==> src/rtl/inst_encoder_if.sv <==
// Request/write bus of the RV32I instruction encoder.
// Signal names carry the encoder's point of view: i_* flow into it, o_* out of it.
interface inst_encoder_if #(
    parameter int ADDR_W = 8
);
    logic              i_clr;
    logic              i_op_vld;
    logic              o_op_rdy;
    logic [8:0]        i_key;
    logic [4:0]        i_rd;
    logic [4:0]        i_rs1;
    logic [4:0]        i_rs2;
    logic [31:0]       i_imm;
    logic              o_wr_en;
    logic              i_wr_rdy;
    logic [ADDR_W-1:0] o_wr_addr;
    logic [31:0]       o_wr_data;
    logic [ADDR_W:0]   o_cnt;
    logic              o_full;
    logic              o_err;
    logic [8:0]        o_err_key;

    modport master (
        output i_clr, i_op_vld, i_key, i_rd, i_rs1, i_rs2, i_imm, i_wr_rdy,
        input  o_op_rdy, o_wr_en, o_wr_addr, o_wr_data, o_cnt, o_full, o_err, o_err_key
    );

    modport slave (
        input  i_clr, i_op_vld, i_key, i_rd, i_rs1, i_rs2, i_imm, i_wr_rdy,
        output o_op_rdy, o_wr_en, o_wr_addr, o_wr_data, o_cnt, o_full, o_err, o_err_key
    );
endinterface

==> src/rtl/inst_encoder.sv <==
// Encodes {key, registers, immediate} requests into RV32I words and streams them
// into instruction memory at consecutive word addresses, one pending write at a time.
module inst_encoder #(
    parameter int ADDR_W = 8
) (
    input logic           i_clk,
    input logic           i_rst_n,
    inst_encoder_if.slave bus
);
    localparam int                DEPTH     = 2 ** ADDR_W;
    localparam int                CW        = ADDR_W + 1;
    localparam logic [CW-1:0]     DEPTH_CNT = CW'(DEPTH);
    localparam logic [CW:0]       DEPTH_OCC = (CW + 1)'(DEPTH);

    typedef enum logic [2:0] {FMT_R, FMT_I, FMT_SH, FMT_S, FMT_B, FMT_U, FMT_J, FMT_BAD} fmt_e;

    logic              b5;
    logic [2:0]        f3;
    logic [4:0]        opc;
    logic [31:0]       imm;
    fmt_e              fmt;
    logic              ok;
    logic [31:0]       word;
    logic              fits12, fits13, fits21;

    logic [CW-1:0]     cnt;
    logic [CW-1:0]     cnt_nxt;
    logic [CW:0]       occ;
    logic              wr_en;
    logic [ADDR_W-1:0] wr_addr;
    logic [31:0]       wr_data;
    logic              err;
    logic [8:0]        err_key;
    logic              rdy;
    logic              accept;
    logic              commit;

    assign b5  = bus.i_key[8];
    assign f3  = bus.i_key[7:5];
    assign opc = bus.i_key[4:0];
    assign imm = bus.i_imm;

    // Signed range checks: every bit above the top payload bit must match the sign.
    assign fits12 = (&imm[31:11]) | ~(|imm[31:11]);
    assign fits13 = (&imm[31:12]) | ~(|imm[31:12]);
    assign fits21 = (&imm[31:20]) | ~(|imm[31:20]);

    always_comb begin
        fmt = FMT_BAD;
        case (opc)
            5'h0C: if (!b5 || f3 == 3'd0 || f3 == 3'd5) fmt = FMT_R;
            5'h04: begin
                if (f3 == 3'd1)      fmt = b5 ? FMT_BAD : FMT_SH;
                else if (f3 == 3'd5) fmt = FMT_SH;
                else                 fmt = FMT_I;
            end
            5'h00: if (f3 != 3'd3 && f3 != 3'd6 && f3 != 3'd7) fmt = FMT_I;
            5'h19: if (f3 == 3'd0) fmt = FMT_I;
            5'h08: if (f3 <= 3'd2) fmt = FMT_S;
            5'h18: if (f3 != 3'd2 && f3 != 3'd3) fmt = FMT_B;
            5'h0D, 5'h05: fmt = FMT_U;
            5'h1B: fmt = FMT_J;
            default: fmt = FMT_BAD;
        endcase
    end

    always_comb begin
        word = 32'd0;
        ok   = 1'b0;
        case (fmt)
            FMT_R: begin
                word = {1'b0, b5, 5'd0, bus.i_rs2, bus.i_rs1, f3, bus.i_rd, opc, 2'b11};
                ok   = 1'b1;
            end
            FMT_I: begin
                word = {imm[11:0], bus.i_rs1, f3, bus.i_rd, opc, 2'b11};
                ok   = fits12;
            end
            FMT_SH: begin
                word = {1'b0, b5, 5'd0, imm[4:0], bus.i_rs1, f3, bus.i_rd, opc, 2'b11};
                ok   = ~(|imm[31:5]);
            end
            FMT_S: begin
                word = {imm[11:5], bus.i_rs2, bus.i_rs1, f3, imm[4:0], opc, 2'b11};
                ok   = fits12;
            end
            FMT_B: begin
                word = {imm[12], imm[10:5], bus.i_rs2, bus.i_rs1, f3, imm[4:1], imm[11], opc, 2'b11};
                ok   = fits13 & ~imm[0];
            end
            FMT_U: begin
                word = {imm[31:12], bus.i_rd, opc, 2'b11};
                ok   = ~(|imm[11:0]);
            end
            FMT_J: begin
                word = {imm[20], imm[10:1], imm[11], imm[19:12], bus.i_rd, opc, 2'b11};
                ok   = fits21 & ~imm[0];
            end
            default: begin
                word = 32'd0;
                ok   = 1'b0;
            end
        endcase
    end

    // Handshakes: a request transfers on i_op_vld && o_op_rdy, a write commits on
    // o_wr_en && i_wr_rdy; o_op_rdy only rises when the pending slot frees this cycle
    // and the memory still has room for the word already in flight plus a new one.
    assign occ    = {1'b0, cnt} + {{CW{1'b0}}, wr_en};
    assign rdy    = i_rst_n && !bus.i_clr && (occ < DEPTH_OCC) && (!wr_en || bus.i_wr_rdy);
    assign accept = bus.i_op_vld && rdy;
    assign commit = wr_en && bus.i_wr_rdy;
    assign cnt_nxt = cnt + CW'(commit);

    always_ff @(posedge i_clk or negedge i_rst_n) begin
        if (!i_rst_n) begin
            cnt     <= '0;
            wr_en   <= 1'b0;
            wr_addr <= '0;
            wr_data <= '0;
            err     <= 1'b0;
            err_key <= '0;
        end else if (bus.i_clr) begin
            cnt     <= '0;
            wr_en   <= 1'b0;
            wr_addr <= '0;
            wr_data <= '0;
            err     <= 1'b0;
            err_key <= '0;
        end else begin
            cnt <= cnt_nxt;
            if (accept && ok) begin
                wr_en   <= 1'b1;
                wr_addr <= cnt_nxt[ADDR_W-1:0];
                wr_data <= word;
            end else if (commit) begin
                wr_en <= 1'b0;
            end
            if (accept && !ok) begin
                err <= 1'b1;
                if (!err) err_key <= bus.i_key;
            end
        end
    end

    assign bus.o_op_rdy  = rdy;
    assign bus.o_wr_en   = wr_en;
    assign bus.o_wr_addr = wr_addr;
    assign bus.o_wr_data = wr_data;
    assign bus.o_cnt     = cnt;
    assign bus.o_full    = (cnt == DEPTH_CNT);
    assign bus.o_err     = err;
    assign bus.o_err_key = err_key;
endmodule

==> src/flat_wrapper.sv <==
// flat-port wrapper written by rule: the top's interface ports become plain ports
module inst_encoder_flat 
#(
    parameter int ADDR_W = 8
)
  (i_clk, i_rst_n, bus_i_clr, bus_i_op_vld, bus_i_key, bus_i_rd, bus_i_rs1, bus_i_rs2, bus_i_imm, bus_i_wr_rdy, bus_o_op_rdy, bus_o_wr_en, bus_o_wr_addr, bus_o_wr_data, bus_o_cnt, bus_o_full, bus_o_err, bus_o_err_key);
  inst_encoder_if #(.ADDR_W(ADDR_W)) bus_i ();
  input logic i_clk;
  input logic i_rst_n;
  input wire logic [$bits(bus_i.i_clr)-1:0] bus_i_clr;
  input wire logic [$bits(bus_i.i_op_vld)-1:0] bus_i_op_vld;
  input wire logic [$bits(bus_i.i_key)-1:0] bus_i_key;
  input wire logic [$bits(bus_i.i_rd)-1:0] bus_i_rd;
  input wire logic [$bits(bus_i.i_rs1)-1:0] bus_i_rs1;
  input wire logic [$bits(bus_i.i_rs2)-1:0] bus_i_rs2;
  input wire logic [$bits(bus_i.i_imm)-1:0] bus_i_imm;
  input wire logic [$bits(bus_i.i_wr_rdy)-1:0] bus_i_wr_rdy;
  output wire logic [$bits(bus_i.o_op_rdy)-1:0] bus_o_op_rdy;
  output wire logic [$bits(bus_i.o_wr_en)-1:0] bus_o_wr_en;
  output wire logic [$bits(bus_i.o_wr_addr)-1:0] bus_o_wr_addr;
  output wire logic [$bits(bus_i.o_wr_data)-1:0] bus_o_wr_data;
  output wire logic [$bits(bus_i.o_cnt)-1:0] bus_o_cnt;
  output wire logic [$bits(bus_i.o_full)-1:0] bus_o_full;
  output wire logic [$bits(bus_i.o_err)-1:0] bus_o_err;
  output wire logic [$bits(bus_i.o_err_key)-1:0] bus_o_err_key;
  assign bus_i.i_clr = bus_i_clr;
  assign bus_i.i_op_vld = bus_i_op_vld;
  assign bus_i.i_key = bus_i_key;
  assign bus_i.i_rd = bus_i_rd;
  assign bus_i.i_rs1 = bus_i_rs1;
  assign bus_i.i_rs2 = bus_i_rs2;
  assign bus_i.i_imm = bus_i_imm;
  assign bus_i.i_wr_rdy = bus_i_wr_rdy;
  assign bus_o_op_rdy = bus_i.o_op_rdy;
  assign bus_o_wr_en = bus_i.o_wr_en;
  assign bus_o_wr_addr = bus_i.o_wr_addr;
  assign bus_o_wr_data = bus_i.o_wr_data;
  assign bus_o_cnt = bus_i.o_cnt;
  assign bus_o_full = bus_i.o_full;
  assign bus_o_err = bus_i.o_err;
  assign bus_o_err_key = bus_i.o_err_key;
  inst_encoder #(.ADDR_W(ADDR_W)) u_core (.i_clk(i_clk), .i_rst_n(i_rst_n), .bus(bus_i));
endmodule
==> config.mk <==
export PLATFORM = sky130hd
export DESIGN_NAME = inst_encoder_flat
export DESIGN_NICKNAME = d
export VERILOG_FILES = /design/src/rtl/inst_encoder_if.sv /design/src/rtl/inst_encoder.sv /design/src/flat_wrapper.sv
export SDC_FILE = /design/constraint.sdc
export NUM_CORES = 1
export LEC_CHECK = 0
export CAP_MARGIN = 25
export CORE_MARGIN = 5
export CORE_UTILIZATION = 42
export DETAILED_ROUTE_END_ITERATION = 12
export MAX_ROUTING_LAYER = met4
export PLACE_DENSITY = 0.77
export SYNTH_ARGS = -nofsm -noshare
export SYNTH_HDL_FRONTEND = slang
export SYNTH_SLANG_ARGS = --single-unit
==> constraint.sdc <==
create_clock -name i_clk -period 1.8 [get_ports i_clk]
set_input_delay 0.27 -clock i_clk [delete_from_list [all_inputs] [get_ports i_clk]]
set_output_delay 0.27 -clock i_clk [all_outputs]
set_load 0.1 [all_outputs]
==> metrics.md <==
| Metric | Value |
|---|---|
| Status | `finished, violations left` |
| Failing checks | `negative setup slack` |
| Async SR Flop Fraction | `1.000` |
| CP endpoint kind | `flip-flop` |
| DIE HEIGHT | `102.2 µm` |
| IO Port Bufs | `122` |
| EDFF count, synth | `0` |
| Prevailing post-synth register cell | `dfrtp_1` |
| Power Density | `549.0 nW/µm²` |
| Post-route cell area | `6807 µm²` |
| CTS buffer count | `9` |
| Hold-fix buffers, CTS | `0` |
| Overall Global Routing Usage | `0.2854` |
| Synth Area per Inst | `9.964 µm²` |
| I/O pins | `123` |
| Synth Instances | `358` |
| H-tree depth | `3` |
| Setup violators final | `52` |
| Largest net degree at the start of global routing | `60` |
| IR drop worst, VDD | `451.2 µV` |
| Critical path, cell by cell | `clkdlybuf4s15_1 > nand4_1 > nor3_2 > buf_4 > o21ai_0 > and3_1 > a211o_4 > a31oi_4 > buf_6 > buf_8 > buf_12 > mux2i_1` |
| Mapped Area | `3567 µm²` |
| Reg-to-reg startpoint | `u_core.bus.o_wr_en` |
| Slew @ Worst Pin | `0.7657 ns` |
| Fin crit period | `2.393 ns` |
| Initial antenna violation count | `0` |
| R2R cell count | `9` |
| Crit start category | `input port` |
| Worst hold slack | `0.1198 ns` |
| Max-cap violations | `0` |
| Drt wl/cell | `20.68 µm` |
| Initial Util | `0.4320` |
| DRT antenna net count | `0` |
| Routed via count | `4064` |
| Clk slew on worst S/H paths | `0.07 ns` |
| Reg2reg end | `u_core.bus.o_wr_data[21]` |
| Final WS setup | `-0.5927 ns` |
| Ys Warns | `0` |
| Final wirelength | `14480 µm` |
| Syn-to-layout area delta | `90.81%` |
| First-pass DRT Iterations | `5` |
| Dpl ws | `-1.263 ns` |
| CP max stage cell | `a211o_4` |
| TritonCTS Sinks | `59` |
| Final Hold Fails | `0` |
| Fillers | `486` |
| Avg Vias per Cell | `5.806` |
| First-pass GRT wire length | `22400 µm` |
| Number of placement rows | `33` |
| Tot Pwr | `3.737 mW` |
| Nets | `653` |
| Yosys reg bits | `59` |
| Detailed Place HPWL | `9477 µm` |
| Max-slew headroom | `0.4896` |
| Die area | `10440 µm²` |
| RSZ-0062 raised after global routing | `true` |
| Routability cong. | `0.9348` |
| CP Class | `in -> reg` |
| Max Root-Sink Buffers | `2` |
| Arrival time of the worst setup path | `2.65 ns` |
| Placed cell area | `6003 µm²` |
| CP max FO | `5` |
| Total core area | `8258 µm²` |
| Distinct cell type count of the synthesized netlist | `61` |
| Static Leak | `3.028 nW` |
| Seq/Total Area, Yosys | `0.4139` |
| Max stage delay on crit path | `0.34 ns` |
| CTS tree | `done` |
| F_max | `417.9 MHz` |
| Part of the cycle the worst path needs | `1.329` |
| Max-slew violations | `0` |
| Clock root buffer master | `clkbuf_8` |
| Reg-to-reg slack, setup | `-0.18 ns` |
| Worst min path class | `in -> async` |
| DR iter-0 viols | `253` |
| Vias in the first global route | `4386` |
| Critical Path RT | `2.06 ns` |
| Post-Route Skew | `0.009908 ns` |
| Die width | `102.2 µm` |
| Net count after synthesis | `421` |
| Global route overflow | `0` |
| Number of antenna cells inserted | `0` |
| Post-route DRC | `0` |
| Share of cells above drive strength 1 | `0.4857` |
| Later-pin clock latency in the skew report | `0.34 ns` |
| Setup TNS | `-25.88 ns` |
synthesized netlist by cell type (3+ instances only):
cell type / count / area (µm²)
nor2b_1: 18 / 112.6
clkbuf_1: 9 / 33.78
nand2_1: 47 / 176.4
nor3_1: 9 / 45.04
nand2b_1: 3 / 18.77
o21ai_0: 13 / 65.06
a221oi_1: 5 / 43.79
and3_1: 3 / 18.77
buf_4: 3 / 22.52
nor4_1: 10 / 62.56
buf_6: 5 / 56.30
inv_1: 7 / 26.28
xor2_1: 4 / 35.03
a32o_1: 3 / 30.03
nand4_1: 11 / 68.82
mux2i_1: 34 / 340.3
nor2_1: 9 / 33.78
a22oi_1: 14 / 105.1
a21oi_1: 8 / 40.04
buf_2: 3 / 15.01
mux2_4: 6 / 90.09
dfrtp_1: 59 / 1476
nand3_1: 12 / 60.06
a32oi_1: 4 / 35.03
a31oi_1: 4 / 25.02
mux2_2: 5 / 56.30
and2_1: 8 / 50.05
worst max path at each step:
stage,start,end,slack (ns),cells past startpoint
CTS,bus_i_key[0],u_core.bus.o_wr_data[20],-0.57,12
global placement,bus_i_key[2],u_core.bus.o_wr_addr[5],-1.22,8
detailed placement,bus_i_key[2],u_core.bus.o_wr_addr[0],-1.26,8
floorplan,bus_i_key[2],u_core.bus.o_wr_addr[0],-0.61,9
global route,bus_i_imm[25],u_core.bus.o_wr_data[24],-0.67,12
finish,bus_i_imm[25],u_core.bus.o_wr_data[21],-0.59,12
flip-flops by register name, indices dropped and copies added, names as in the netlist:
| signal | cells |
|---|---|
| u_core.bus.o_wr_en | 1 |
| u_core.bus.o_err | 1 |
| u_core.bus.o_wr_data | 31 |
| u_core.bus.o_wr_addr | 8 |
| u_core.bus.o_cnt | 9 |
| u_core.bus.o_err_key | 9 |
power by group:
part	switching [mW]	total [mW]	internal, mW
Sequential	0.0161	1.36	1.34
Clock	0.573	1.50	0.932
Combinational	0.470	0.875	0.406
Total	1.06	3.74	2.68
stage by stage:
stage / cells / util
floorplan: 358 / -
global placement: 660 / 0.7270
detailed placement: 660 / 0.7270
CTS: 698 / 0.8098
global route: 700 / 0.8242
finish: 700 / 0.8242
cell families after synthesis:
kind of cell	Yosys count	synth area share
AO/OA/AOI/OAI	69	0.1435
XOR/XNOR	6	0.01473
adder cells (fa/ha/maj)	2	0.007014
buffers and inverters	27	0.04314
flip-flops	59	0.4139
multiplexers	45	0.1364
AND/OR/NAND/NOR	150	0.2413
cells in the final DEF, fill, tap and decap left out, types with 7 or more instances in the layout:
master | netlist | layout
buf_6 | 5 | 15
mux2i_1 | 34 | 32
o21ai_0 | 13 | 11
nand2_1 | 47 | 45
inv_1 | 7 | 7
nor2b_1 | 18 | 16
mux2_4 | 6 | 11
buf_4 | 3 | 121
a22oi_1 | 14 | 14
dfrtp_1 | 59 | 49
and2_1 | 8 | 8
a21oi_1 | 8 | 7
clkbuf_8 | 0 | 13
clkdlybuf4s50_1 | 0 | 32
dlygate4sd2_1 | 0 | 13
nand3_1 | 12 | 10
nand4_1 | 11 | 11
buf_12 | 0 | 40
per-layer routing:
layer	track usage	up-vias	routed length, µm
met5	-	-	0
met4	0.1231	0	507
met2	0.4758	213	7425
met1	0.3256	1990	5375
met3	0.07167	57	1170
li1	-	1804	-
worst max-delay path: cells and delay by family:
family	cells	cell delay, ns
buf+inv	5	0.82
compound gates	3	0.67
simple gates	3	0.66
mux	1	0.21
cell type report:
cell class | count | area [µm²] | share of cell area
timing repair buffer | 240 | 2552 | 0.3750
inverter | 7 | 26.28 | 0.003860
multi-input combinational | 273 | 2351 | 0.3454
clock inverter | 3 | 67.56 | 0.009926
sequential | 59 | 1499 | 0.2202
tap | 105 | 131.4 | 0.01930
clock buffer | 13 | 178.9 | 0.02629
timing repair:
action                                  4_1_cts  5_1_grt
pin swaps                                    31       17
buffers inserted                             18        3
resized for setup                            97       35
gates cloned                                  4        0
endpoints found under the setup margin       55       55
(Power assumes the default switching activity.)
